### src/rtl/rgb_window_3x3_pkg.sv
// Shared definitions for the 3x3 RGB window generator.
//   PIX_BIT_DEF  default bits per colour component
//   TAP_TL..TAP_BR  tap numbers, row-major, 1 = top-left, 5 = centre, 9 = bottom-right
//   state_t      frame-tracking FSM encoding
package rgb_window_3x3_pkg;

    localparam int PIX_BIT_DEF = 8;

    localparam int TAP_TL = 1;
    localparam int TAP_TC = 2;
    localparam int TAP_TR = 3;
    localparam int TAP_ML = 4;
    localparam int TAP_MC = 5;
    localparam int TAP_MR = 6;
    localparam int TAP_BL = 7;
    localparam int TAP_BC = 8;
    localparam int TAP_BR = 9;

    localparam int NUM_TAPS = 9;

    typedef enum logic [1:0] {
        ST_IDLE = 2'd0,
        ST_FILL = 2'd1,
        ST_RUN  = 2'd2
    } state_t;

endpackage

### src/rtl/rgb_window_3x3_line_buffer.sv
// One image line of storage, read-before-write.
//   clk    rising-edge clock
//   we     write enable
//   addr   shared read/write address (pixel column)
//   wdata  word written at addr on the clock edge
//   rdata  combinational read of addr; returns the old word during a write
module line_buffer #(
    parameter int DEPTH = 64,
    parameter int WIDTH = 24
) (
    input  logic                     clk,
    input  logic                     we,
    input  logic [$clog2(DEPTH)-1:0] addr,
    input  logic [WIDTH-1:0]         wdata,
    output logic [WIDTH-1:0]         rdata
);

    logic [WIDTH-1:0] mem [DEPTH];

    // Read is asynchronous so the caller sees the previous line's pixel in
    // the same cycle it overwrites it with the current line's pixel.
    assign rdata = mem[addr];

    always_ff @(posedge clk) begin
        if (we) begin
            mem[addr] <= wdata;
        end
    end

endmodule

### src/rtl/rgb_window_3x3.sv
// Raster RGB stream to 3x3 R/G/B neighbourhoods (interior windows only).
//   clk, rst             clock, asynchronous active-high reset
//   pix_valid, pix_sof   pixel strobe and start-of-frame qualifier
//   R_IN, G_IN, B_IN     colour components
//   win_valid            window valid (one cycle after the bottom-right pixel)
//   win_R/G/B            taps 1..9, tap k at [k*PIX_BIT-1 -: PIX_BIT]
//   win_x, win_y         centre pixel coordinates
//   frame_done           pulse alongside the last window of a frame
module rgb_window_3x3
    import rgb_window_3x3_pkg::*;
#(
    parameter int PIX_BIT = PIX_BIT_DEF,
    parameter int IMG_W   = 64,
    parameter int IMG_H   = 64
) (
    input  logic                       clk,
    input  logic                       rst,
    input  logic                       pix_valid,
    input  logic                       pix_sof,
    input  logic [PIX_BIT-1:0]         R_IN,
    input  logic [PIX_BIT-1:0]         G_IN,
    input  logic [PIX_BIT-1:0]         B_IN,
    output logic                       win_valid,
    output logic [9*PIX_BIT-1:0]       win_R,
    output logic [9*PIX_BIT-1:0]       win_G,
    output logic [9*PIX_BIT-1:0]       win_B,
    output logic [$clog2(IMG_W)-1:0]   win_x,
    output logic [$clog2(IMG_H)-1:0]   win_y,
    output logic                       frame_done
);

    localparam int XW = $clog2(IMG_W);
    localparam int YW = $clog2(IMG_H);
    localparam int PW = 3 * PIX_BIT;   // one pixel word {R, G, B}

    typedef logic [2:0][PW-1:0] column_t;  // index 0 = top row (y-2)

    logic [XW-1:0]         x_reg;
    logic [YW-1:0]         y_reg;
    state_t                state_reg;

    // Window columns held from previous pixels: col_a = x-2, col_b = x-1.
    column_t               col_a_reg;
    column_t               col_b_reg;

    logic                  win_valid_reg;
    logic [9*PIX_BIT-1:0]  win_r_reg;
    logic [9*PIX_BIT-1:0]  win_g_reg;
    logic [9*PIX_BIT-1:0]  win_b_reg;
    logic [XW-1:0]         win_x_reg;
    logic [YW-1:0]         win_y_reg;
    logic                  frame_done_reg;

    logic                  start;
    logic                  active;
    logic                  emit;
    logic                  x_last;
    logic                  y_last;
    logic [XW-1:0]         x_cur;
    logic [YW-1:0]         y_cur;
    logic [PW-1:0]         pix_word;
    logic [PW-1:0]         lb0_rd;
    logic [PW-1:0]         lb1_rd;
    column_t               new_col;
    column_t               win_cols [3];
    logic [9*PIX_BIT-1:0]  win_r_next;
    logic [9*PIX_BIT-1:0]  win_g_next;
    logic [9*PIX_BIT-1:0]  win_b_next;

    // A sof pixel is (0,0) no matter what the counters say, so every
    // consumer uses the effective coordinates x_cur/y_cur.
    always_comb begin
        start  = pix_valid & pix_sof;
        active = start | (pix_valid & (state_reg != ST_IDLE));
        x_cur  = start ? '0 : x_reg;
        y_cur  = start ? '0 : y_reg;
        x_last = (x_cur == XW'(IMG_W - 1));
        y_last = (y_cur == YW'(IMG_H - 1));
        emit   = active && (state_reg == ST_RUN) && (x_cur >= XW'(2));
    end

    assign pix_word = {R_IN, G_IN, B_IN};

    // LB0 holds row y-1 and takes the incoming pixel; LB1 holds row y-2 and
    // takes whatever LB0 is giving up, so the two buffers form a 2-line FIFO.
    line_buffer #(.DEPTH(IMG_W), .WIDTH(PW)) u_lb0 (
        .clk   (clk),
        .we    (active),
        .addr  (x_cur),
        .wdata (pix_word),
        .rdata (lb0_rd)
    );

    line_buffer #(.DEPTH(IMG_W), .WIDTH(PW)) u_lb1 (
        .clk   (clk),
        .we    (active),
        .addr  (x_cur),
        .wdata (lb0_rd),
        .rdata (lb1_rd)
    );

    assign new_col     = {pix_word, lb0_rd, lb1_rd};
    assign win_cols[0] = col_a_reg;
    assign win_cols[1] = col_b_reg;
    assign win_cols[2] = new_col;

    // The output window is taken from the two stored columns plus the column
    // arriving this cycle, which gives a single cycle of latency.
    generate
        for (genvar gi = 0; gi < NUM_TAPS; gi++) begin : g_tap
            localparam int K   = TAP_TL + gi;
            localparam int ROW = gi / 3;
            localparam int COL = gi % 3;
            assign win_r_next[K*PIX_BIT-1 -: PIX_BIT] = win_cols[COL][ROW][3*PIX_BIT-1 -: PIX_BIT];
            assign win_g_next[K*PIX_BIT-1 -: PIX_BIT] = win_cols[COL][ROW][2*PIX_BIT-1 -: PIX_BIT];
            assign win_b_next[K*PIX_BIT-1 -: PIX_BIT] = win_cols[COL][ROW][PIX_BIT-1 -: PIX_BIT];
        end
    endgenerate

    always_ff @(posedge clk or posedge rst) begin
        if (rst) begin
            x_reg          <= '0;
            y_reg          <= '0;
            state_reg      <= ST_IDLE;
            col_a_reg      <= '0;
            col_b_reg      <= '0;
            win_valid_reg  <= 1'b0;
            win_r_reg      <= '0;
            win_g_reg      <= '0;
            win_b_reg      <= '0;
            win_x_reg      <= '0;
            win_y_reg      <= '0;
            frame_done_reg <= 1'b0;
        end else begin
            win_valid_reg  <= emit;
            frame_done_reg <= emit & x_last & y_last;

            if (emit) begin
                win_r_reg <= win_r_next;
                win_g_reg <= win_g_next;
                win_b_reg <= win_b_next;
                win_x_reg <= x_cur - XW'(1);
                win_y_reg <= y_cur - YW'(1);
            end

            if (active) begin
                col_a_reg <= col_b_reg;
                col_b_reg <= new_col;

                if (x_last) begin
                    x_reg <= '0;
                    y_reg <= y_last ? '0 : y_cur + YW'(1);
                end else begin
                    x_reg <= x_cur + XW'(1);
                    y_reg <= y_cur;
                end

                // Last pixel of the frame wins over everything; the end of
                // line 1 opens RUN for line 2 onwards.
                if (x_last && y_last) begin
                    state_reg <= ST_IDLE;
                end else if (x_last && (y_cur == YW'(1))) begin
                    state_reg <= ST_RUN;
                end else if (start) begin
                    state_reg <= ST_FILL;
                end
            end
        end
    end

    assign win_valid  = win_valid_reg;
    assign win_R      = win_r_reg;
    assign win_G      = win_g_reg;
    assign win_B      = win_b_reg;
    assign win_x      = win_x_reg;
    assign win_y      = win_y_reg;
    assign frame_done = frame_done_reg;

endmodule

### config.mk
export PLATFORM = sky130hd
export DESIGN_NAME = rgb_window_3x3
export DESIGN_NICKNAME = d
export VERILOG_FILES = /design/src/rtl/rgb_window_3x3_pkg.sv /design/src/rtl/rgb_window_3x3_line_buffer.sv /design/src/rtl/rgb_window_3x3.sv
export SDC_FILE = /design/constraint.sdc
export NUM_CORES = 2
export LEC_CHECK = 0
export ABC_AREA = 1
export CORE_ASPECT_RATIO = 1.1
export CORE_MARGIN = 10
export CORE_UTILIZATION = 25
export DETAILED_ROUTE_END_ITERATION = 8
export SLEW_MARGIN = 20
export SYNTH_ARGS = -nofsm -noshare
export SYNTH_HDL_FRONTEND = slang
export SYNTH_HIERARCHICAL = 1
export SYNTH_SLANG_ARGS = --single-unit
export TNS_END_PERCENT = 100
### constraint.sdc
create_clock -name clk -period 13.9 [get_ports clk]
set_clock_uncertainty 0.1 [all_clocks]
set_input_delay 2.78 -clock clk [delete_from_list [all_inputs] [get_ports clk]]
set_output_delay 2.78 -clock clk [all_outputs]
set_load 0.03 [all_outputs]
### Word level (Yosys, flattened, before mapping)

Memory sizes are Yosys's and may differ from the RTL's.
Index checks and enable logic that the tools add are counted.

| storage, ports and cells | value |
|---|---|
| bits in registers | 388 |
| memory bits (writable) | 3072 |
| input port bits | 28 |
| output and inout bits | 230 |
| logic and storage cells | 49 |
| memories | 2 |

Memory list:

| memory | words | bits a word | rd ports | clocked after memory_dff | wr ports | line | text |
|---|---|---|---|---|---|---|---|
| u_lb0.mem | 64 | 24 | 1 | 0 | 1 | rgb_window_3x3_line_buffer.sv:18 | `logic [WIDTH-1:0] mem [DEPTH];` |
| u_lb1.mem | 64 | 24 | 1 | 0 | 1 | rgb_window_3x3_line_buffer.sv:18 |  |

| operators by class | value |
|---|---|
| add/sub/neg operators | 4 |
| magnitude comparators | 1 |
| equality and inequality tests | 4 |
| mux-type cells | 10 |
| bitwise gates (word level) | 5 |
| reductions and logical operators | 7 |

Operators by type and width:

| cell | number |
|---|---|
| $mux W6 | 5 |
| $add A6 B1 Y6 const B | 2 |
| $eq A6 B6 Y1 const B | 2 |
| $sub A6 B1 Y6 const B | 2 |
| $eq A6 B1 Y1 const B | 1 |
| $ge A6 B2 Y1 const B | 1 |
| $mux W2 | 3 |
| $and A1 B1 Y1 | 4 |
| $logic_and A1 B1 Y1 | 4 |
| $reduce_bool A3 Y1 | 1 |
| $eq A2 B2 Y1 const B | 1 |
| $mux W1 | 2 |
| $reduce_and A2 Y1 | 1 |
| $reduce_bool A2 Y1 | 1 |
| $or A1 B1 Y1 | 1 |

### Longest topological paths before layout

| logic depth | value |
|---|---|
| depth after elaboration | 7 |
| depth in mapped cells | 21 |
| mapped depth without buffers | 16 |

### Hierarchy

Netlist, hierarchy kept.

By module, submodules not included:

| module | instances | cells each | area each (sq um) | sequential area each (sq um) |
|---|---|---|---|---|
| line_buffer | 2 | 6324 | 64545.7 | 46124.2 |
| rgb_window_3x3 | 1 | 1580 | 14924.3 | 9709.3 |

### Least setup slack after synthesis

OpenSTA, ideal clock, no wires.

| path | value |
|---|---|
| kind | input-to-reg |
| start | input pix_valid |
| end | memory u_lb0.mem[41][0] (enable) |
| library setup time | 466 ps |
| arrival | 6476 ps |
| data required time | 13334 ps |
| path slack | 6858 ps |
| stages | 7 |
| path through | nand2_2 nand2_1 inv_1 inv_2 nor3_4 inv_2 nor4_1 |

RTL lines:

| item | line | text |
|---|---|---|
| start, declared | rgb_window_3x3.sv:18 | `input logic pix_valid,` |
| $and A1 B1 Y1 | rgb_window_3x3.sv:73 | `start = pix_valid & pix_sof;` |
| $mux W6 | rgb_window_3x3.sv:75 | `x_cur = start ? '0 : x_reg;` |
| named net x_cur[3] | rgb_window_3x3.sv:59 | `logic [XW-1:0] x_cur;` |
| end, declared | rgb_window_3x3_line_buffer.sv:18 |  |

The timed path passes the listed nets, and every way through them passes these cells.

### Worst setup path after layout

| path | value |
|---|---|
| start | input pix_valid |
| end | register col_b_reg[44] (netlist bit) |

| between the ends | value |
|---|---|
| longest elaborated chain between the ends | 3 |

RTL lines:

| item | line | text |
|---|---|---|
| $and A1 B1 Y1 | rgb_window_3x3.sv:73 |  |
| $mux W6 | rgb_window_3x3.sv:75 |  |
| named net x_cur[1] | rgb_window_3x3.sv:59 |  |
| $mem_v2 Z64 W24 | -- |  |
| named net lb0_rd[20] | rgb_window_3x3.sv:62 | `logic [PW-1:0] lb0_rd;` |
| end signal, assigned | rgb_window_3x3.sv:148 | `col_b_reg <= new_col;` |
| end, declared | rgb_window_3x3.sv:44 | `column_t col_b_reg;` |

The timed path passes the listed nets, and every way through them passes these cells.
A chain may end at the register's enable or synchronous reset.

==> flow_summary.yaml <==
outcome:
  status: "finished, final reports clean"
critical_path:
  cp_cell_sequence: "clkdlybuf4s50_1 > nand2_2 > inv_1 > nor2_4 > buf_12 > buf_4 > buf_4 > nand2_1 > nand2_1 > nand2_1 > nand2_1 > nand2_1 > nand2_1 > nor2_1 > nand2_2 > buf_4 > inv_1 > o21ai_0"
  cp-start-kind: "input port"
  crit_slowest_cell: "buf_4"
  path_common_cell: "nand2_1"
  endpoint_kind: "flip-flop"
  critPathKind: "input port to flip-flop"
  r2r-start: "x_reg[1]"
  slowest_delay_ns: 0.81
  crit_arrival_ns: 8.51
  critPathRequiredTime_ns: 14.60
  r2r-end: "col_b_reg[44]"
  reg2reg_depth: 16
  r2r_slack_ns: 8.60
  crit_start: "pix_valid"
  endpoint: "col_b_reg[44]"
  crit_fanout: 88
synth:
  ys.flop_type: "edfxtp_1"
  synthTopCellsByCount: "9131 x nand2_1, 3072 x edfxtp_1, 411 x buf_2"
  synth_area_leaders: "edfxtp_1 64%, nand2_1 24%, dfrtp_1 6.7%"
  synth-edff-count: 3072
  synth_cell_type_count: 30
  synth_top_area_share_pct: 64.1
  synth_cells: 14200
  ys_seq_elements: 3460
  yosys_warnings: 6
  ys_seq_area_share_pct: 70.8
  synth_most_common_cell: "nand2_1"
  async_flop_share_pct: 11.2
  syn-num-nets: 14300
  syn_avg_cell_area_um2: 10.1
  yosysTopAreaCell: "edfxtp_1"
  syn_area_um2: 144000
clock_network:
  cts.clk_slew.worst_paths_ns: 0.06
  cts_resized: 0
  cts_buffers: 337
  cts_tree: "yes"
  root_buffer: "clkbuf_16"
  post_cts_buffers: 0
  clkSinkCount: 3460
  cts_max_level: 5
  cts_buffer_depth: 4
  cts_hold_buf: 0
  worstSkewPairLatency_ns: 0.91
floorplanning:
  dieArea_um2: 607000
  die_h_um: 816
  die_w_um: 744
  initial_core_util_pct: 25.1
  ios: 258
  core_area_um2: 574000
  rows: 292
pwr:
  switching_share_pct: 29.9
  p_int_mw: 18.3
  power.switching_mw: 7.80
  p_per_area_nw_per_um2: 157
  p_leak_nw: 68.1
  ir_worst_vdd_uv: 116
  total_power_mw: 26.1
  p_seq_share_pct: 47.5
  pwr-share-comb_pct: 17.8
  clkPwrFrac_pct: 34.7
sta:
  finalSetupTns_ns: 0
  slew_headroom_pct: 21.0
  max_freq_mhz: 128
  hold_violations: 0
  tightest_slew_ns: 1.18
  grt_setup_unrepaired: "no"
  holdWs_ns: 0.369
  finalSetupViolCount: 0
  fin_crit_sh_pct: 56.2
  finalMaxSlewViolations: 0
  final.min_clock_period_ns: 7.81
global_routing:
  grt_overflow: 0
  grt_usage_pct: 13.5
  grt_max_degree: 202
  grt_pass1_wl_mm: 626
  grt_pass1_vias: 90800
  antenna_found_initial: 27
layout:
  final_layout_size_suffix_gt1_share_pct: 6.34
  syn_to_final_growth_pct: 15.3
  biggestRegsByFlops: "u_lb0/mem (1536), u_lb1/mem (1536)"
  stdcell_area_um2: 166000
  fillCellCount: 59000
  nNetsFinal: 14400
  final_util_pct: 28.9
placement:
  gp_congestion: 0.852
  placed_cell_area_um2: 155000
  io_buffers: 257
  dpl.hpwl_mm: 241
drt:
  num_vias: 98800
  drc: 0
  antenna_left: 0
  drt_iter0_drc: 10700
  vias_per_cell: 4.44
  dr.pass1.iters: 6
  routed_wl_mm: 431
  wl_per_cell_um: 19.4
min_path:
  hold_path_class: "flip-flop to flip-flop"
job:
  max_cap_viol_count: 0
critical path: cells and delay by family:
family	cells	cell delay, ns
compound gates	1	0.18
buf+inv	7	3.42
simple gates	10	1.82
power groups by stage:
stage,sequential [mW],clock [mW],combinational [mW]
after CTS,12.4,9.17,4.65
after floorplan,12.6,0,2.57
after detailed placement,12.6,0,4.63
after global placement,12.6,0,4.59
final,12.4,9.05,4.65
after global routing,12.4,9.58,5.06
how the worst min path moves through the flow:
stage             startpoint        to  slack (ns)  cells after the start
6_report       col_a_reg[22]  win_R[6]        0.37                      2
2_1_floorplan   col_a_reg[0]  win_B[0]        0.34                      2
3_5_place_dp    col_a_reg[1]  win_B[1]        0.35                      2
4_1_cts        col_a_reg[22]  win_R[6]        0.37                      2
5_1_grt        col_a_reg[20]  win_R[4]        0.38                      2
3_3_place_gp   col_a_reg[22]  win_R[6]        0.35                      2
cells by family (layout without fill, tap and decap cells):
logic type	count (synthesis)	after routing	synth area share (%)
compound gates	334	334	1.19
fa+ha+maj	6	6	0.0521
buf+inv	939	1312	2.99
xor+xnor	10	10	0.0608
simple gates	9479	9479	24.9
other cells	0	11	0
flops	3460	3460	70.8
cell usage in the layout (no fill, tap or decap), drive strengths merged, types with 22 or more instances in the layout:
cell type,count
bufinv,22
clkinv,101
buf,259
dfrtp,388
clkbuf,457
nor2,262
nand2,9132
inv,235
clkdlybuf4s50,233
o21ai,320
edfxtp,3072
nand3,45
final cells by class:
class | instances | area, um2 | share of cell area (%)
diodes | 11 | 27.5 | 0.0166
clock buffers | 457 | 9390 | 5.66
clock inverters | 137 | 1250 | 0.754
inverters | 226 | 905 | 0.545
multi-input cells | 9829 | 38400 | 23.1
flip-flops and latches | 3460 | 102000 | 61.4
well taps | 7644 | 9560 | 5.76
repair buffers | 492 | 4490 | 2.70
metrics by stage:
stage	setup slack [ns]	std cells
2_1_floorplan	0.236	14200
3_3_place_gp	5.38	21700
3_5_place_dp	5.34	21700
4_1_cts	6.28	22200
5_1_grt	5.92	22200
6_report	6.09	22300
metal layers:
layer	global-route usage (%)	up-vias	share of wire, %
li1	-	46000	-
met5	0	-	0.030
met4	5.38	20	4.3
met2	21.9	3712	47
met1	18.1	48300	41
met3	2.02	718	7.6
Note: power is estimated with default switching activity, not from simulation.
